File: src/rtl/des_round_sequencer.sv
`default_nettype none
// ============================================================================
// Module   : des_round_sequencer
// Brief    : Control FSM for an iterative DES datapath: load, 16 Feistel
//            rounds with key-schedule rotate control, final swap/FP, and a
//            ready/valid result handshake.
//            Optional feature macro: DES_SEQ_ABORT_EN (abort in ROUND/FINAL).
// Revision : 1.0 - initial release
// ============================================================================
module des_round_sequencer (
    input  logic       clk,
    input  logic       rst,
    input  logic       in_valid,
    input  logic       in_decrypt,
    output logic       in_ready,
    output logic       out_valid,
    input  logic       out_ready,
    input  logic       abort,
    output logic       busy,
    output logic       dp_load,
    output logic       dp_round_en,
    output logic [3:0] dp_round,
    output logic [1:0] dp_shift,
    output logic       dp_dir,
    output logic       dp_final
);

    localparam logic [1:0] c_st_idle    = 2'd0;
    localparam logic [1:0] c_st_round   = 2'd1;
    localparam logic [1:0] c_st_final   = 2'd2;
    localparam logic [1:0] c_st_done    = 2'd3;
    localparam logic [3:0] c_last_round = 4'd15;

    logic [1:0] r_state;
    logic [1:0] w_state_nxt;
    logic [3:0] r_round;
    logic [3:0] w_round_nxt;
    logic       r_mode;
    logic       w_mode_nxt;
    logic       w_abort;

`ifdef DES_SEQ_ABORT_EN
    // Abort only cancels work in flight; IDLE and DONE are unaffected.
    assign w_abort = abort & ((r_state == c_st_round) | (r_state == c_st_final));
`else
    logic w_unused_abort;
    assign w_unused_abort = abort;
    assign w_abort        = 1'b0;
`endif

    // Decrypt runs the key schedule backwards: no rotate before round 0,
    // then right rotates mirroring the encrypt left-rotate amounts.
    function automatic logic [1:0] f_key_shift(input logic dec, input logic [3:0] rnd);
        logic [1:0] sh;
        case (rnd)
            4'd0:                sh = dec ? 2'd0 : 2'd1;
            4'd1, 4'd8, 4'd15:   sh = 2'd1;
            default:             sh = 2'd2;
        endcase
        return sh;
    endfunction

    always_ff @(posedge clk) begin
        if (rst) begin
            r_state <= c_st_idle;
            r_round <= 4'd0;
            r_mode  <= 1'b0;
        end else begin
            r_state <= w_state_nxt;
            r_round <= w_round_nxt;
            r_mode  <= w_mode_nxt;
        end
    end

    always_comb begin
        w_state_nxt = r_state;
        w_round_nxt = r_round;
        w_mode_nxt  = r_mode;
        in_ready    = 1'b0;
        out_valid   = 1'b0;
        busy        = 1'b0;
        dp_load     = 1'b0;
        dp_round_en = 1'b0;
        dp_round    = 4'd0;
        dp_shift    = 2'd0;
        dp_dir      = r_mode;
        dp_final    = 1'b0;

        case (r_state)
            c_st_idle: begin
                in_ready = 1'b1;
                // A request presented during reset must not start the datapath.
                if (in_valid && !rst) begin
                    dp_load     = 1'b1;
                    w_mode_nxt  = in_decrypt;
                    w_round_nxt = 4'd0;
                    w_state_nxt = c_st_round;
                end
            end
            c_st_round: begin
                busy        = 1'b1;
                dp_round_en = 1'b1;
                dp_round    = r_round;
                dp_shift    = f_key_shift(r_mode, r_round);
                if (w_abort) begin
                    w_round_nxt = 4'd0;
                    w_state_nxt = c_st_idle;
                end else if (r_round == c_last_round) begin
                    w_round_nxt = 4'd0;
                    w_state_nxt = c_st_final;
                end else begin
                    w_round_nxt = r_round + 4'd1;
                end
            end
            c_st_final: begin
                busy        = 1'b1;
                dp_final    = 1'b1;
                w_state_nxt = w_abort ? c_st_idle : c_st_done;
            end
            c_st_done: begin
                busy      = 1'b1;
                out_valid = 1'b1;
                if (out_ready) begin
                    w_state_nxt = c_st_idle;
                end
            end
            default: begin
                w_state_nxt = c_st_idle;
                w_round_nxt = 4'd0;
            end
        endcase
    end

endmodule
`default_nettype wire

File: config.mk
export PLATFORM = sky130hd
export DESIGN_NAME = des_round_sequencer
export DESIGN_NICKNAME = d
export VERILOG_FILES = /design/src/rtl/des_round_sequencer.sv
export SDC_FILE = /design/constraint.sdc
export NUM_CORES = 1
export LEC_CHECK = 0
export ABC_AREA = 1
export BUFFER_PORTS_ARGS = -buffer_cell sky130_fd_sc_hd__buf_2
export CAP_MARGIN = 20
export CORE_MARGIN = 2
export CORE_UTILIZATION = 40
export DETAILED_ROUTE_END_ITERATION = 16
export PLACE_DENSITY_LB_ADDON = 0.3
export SKIP_LAST_GASP = 1
export SYNTH_ARGS = -nofsm -noshare
export SYNTH_HDL_FRONTEND = slang
export SYNTH_SLANG_ARGS = --single-unit
File: constraint.sdc
create_clock -name clk -period 1.65 [get_ports clk]
set_input_delay 0 -clock clk [delete_from_list [all_inputs] [get_ports clk]]
set_output_delay 0 -clock clk [all_outputs]
set_load 0.1 [all_outputs]
==> results.yml <==
run_status:
  status: "completed"
global_route:
  grt_use_met3: 0.0391
  busiest_layer: "met2"
  grt_pass1_vias: 478
  antenna_found_initial: 0
  grt_overflow: 0
  grt_usage: 0.137
  grt_start_max_net_pins: 12
  use_met1: 0.170
  grt_pass1_wl_microns: 1900
  use_met2: 0.219
setup_path:
  crit_family: "buffers and inverters"
  cpMaxStageDelayCell: "dfxtp_1"
  end_kind: "primary output"
  path_cells: "inv_1, ha_2, nand3_2, clkinvlp_4, buf_12"
  critPathLaunch: "r_state[0]$_SDFFE_PP0P_"
  max_stage_delay_ns: 0.35
  start_kind: "flip-flop"
  crit_arrival_ns: 1.50
  path_max_fanout: 6
  cp_data_required_time_ns: 1.65
  crit_type: "reg2out"
  path_buf_inv: 3
  rr_startpoint: "r_state[0]$_SDFFE_PP0P_"
placement:
  globalplace.congestion: 0.789
  hpwl_microns: 911
  port_buffers: 17
yosys:
  synthFlopType: "dfxtp_1"
  synth_top_area_cell: "dfxtp_1"
  synth-seq-cells: 7
  synthesis.nets: 100
  synthArstFlopShare: 0
  syn_inst: 86
  synth_edf_count: 0
  syn_area_per_cell_sq_um: 6.65
  synth_cell_types: 18
  ys_warn_count: 0
  synthMostInstantiatedCell: "nand2_1"
  syn_area_sq_um: 572
  yosys-top-cells-area: "dfxtp_1 25%, ha_1 18%, nand2_1 13%"
  yosys-top-cells-count: "20 x nand2_1, 17 x inv_1, 11 x nor2_1"
  synth_top_area_frac: 0.245
  ys_seq_area_frac: 0.245
cells_and_area:
  fill_cells: 134
  finish.utilization: 0.588
  nNetsFinal: 121
  area_growth_pct: 35.4
  antenna_cells: 0
  regArea_sq_um: 144
  drive_gt1_frac: 0.340
  multiInputGateArea_sq_um: 374
hold_path:
  hp-start: "in_decrypt"
  min_path_type: "in2reg"
sta:
  fin_skew_ns: 0.00607
  hold_viol_final: 0
  drv_slew: 0
  final-setup-viol-count: 0
  fmax_mhz: 667
  maxSlewHeadroom: 0.678
  min_period_ns: 1.50
  worst_pin_slew_ns: 0.486
  rsz0062_at_grt: "false"
  fin_crit_sh: 0.909
clock_tree:
  clk_path_buf_depth: 2
  cts_root_buffer: "clkbuf_4"
  cts_tree: "yes"
  cts_max_level: 1
  cts_num_sinks: 7
  cts.clk_slew.worst_paths_ns: 0.06
  clkLatencyLatePin_ns: 0.25
  cts_buffers: 3
die:
  rows: 13
  die_y_microns: 41.8
  core_sq_um: 1320
  die-area_sq_um: 1750
  pin_count: 19
  start_util: 0.434
  dieWidth_microns: 41.8
drt:
  first_pass_iters: 3
  routed_wl_microns: 1140
  wire_per_inst_microns: 9.38
  drc: 0
  ant_nets: 0
  viasPerCell: 4.78
  drt_first_iter_violations: 10
  vias: 578
job:
  drv_cap: 0
==> state kept, by name (all words and copies together), names as in the netlist <==
signal   count
dp_dir       1
r_round      4
r_state      2
==> worst min-delay path, stage by stage <==
cell	delay, ns
buf_2	0.07
o21ai_1	0.05
a21oi_1	0.10
==> kinds of logic (layout without fill, tap and decap cells) <==
kind of cell / Yosys count / count (layout) / synth area share
compound gates: 8 / 8 / 0.0810
fa+ha+maj: 8 / 8 / 0.175
buf+inv: 20 / 40 / 0.151
flops: 7 / 7 / 0.245
simple gates: 43 / 43 / 0.348
==> through the flow <==
stage | hold slack (ns) | setup TNS [ns] | cell area (sq um) | setup WS [ns] | instances
2_1_floorplan | 0.0691 | -0.419 | 603 | -0.207 | 86
3_3_place_gp | 0.209 | 0 | 733 | 0.294 | 116
3_5_place_dp | 0.202 | 0 | 733 | 0.263 | 116
4_1_cts | 0.00720 | 0 | 769 | 0.0440 | 121
5_1_grt | 0.0632 | 0 | 774 | 0.0234 | 121
6_report | 0.0114 | 0 | 774 | 0.150 | 121
==> metal layers <==
layer / vias to the layer above / share of wire / wire, microns
li1: 303 / - / -
met1: 265 / 0.46 / 517
met2: 8 / 0.50 / 565
met3: 2 / 0.036 / 41
met4: 0 / 0.0088 / 10
met5: - / 0 / 0
==> path summary, 6_finish.rpt <==
| kind | slack [ns] | to | depth (start not counted) |
|---|---|---|---|
| setup / recovery | 0.15 | dp_load | 5 |
| hold reg to reg | 0.46 | dp_dir$_SDFFE_PP0P_ | 2 |
| setup reg to reg | 0.25 | r_round[3]$_SDFFE_PP0P_ | 7 |
| hold / removal | 0.01 | dp_dir$_SDFFE_PP0P_ | 3 |
==> layout by cell type (no fill, tap or decap), drive strengths merged <==
master / count
o211ai: 1
clkbuf: 4
dfxtp: 7
nand3: 7
o21ai: 3
nor2: 11
inv: 17
a21oi: 4
buf: 17
clkinvlp: 1
nor3b: 1
ha: 8
nand2: 22
nand4: 2
dlygate4sd3: 1
==> timing repair <==
action / 4_1_cts / 5_1_grt
hold buffers: 1 / 0
hold endpoints to repair: 2 / 0
endpoints found under the setup margin: 0 / 1
resized for setup: 0 / 3
setup buffers: 0 / 0
==> cell type report <==
class	count	area share
tap	15	0.0242
clock buffer	4	0.0339
multi-input combinational	59	0.483
sequential	7	0.186
inverter	18	0.0921
timing repair buffer	18	0.181
Power is left out: the tool's default activity adds up to more than one toggle a clock period on the data nets, which glitch-free logic cannot reach.
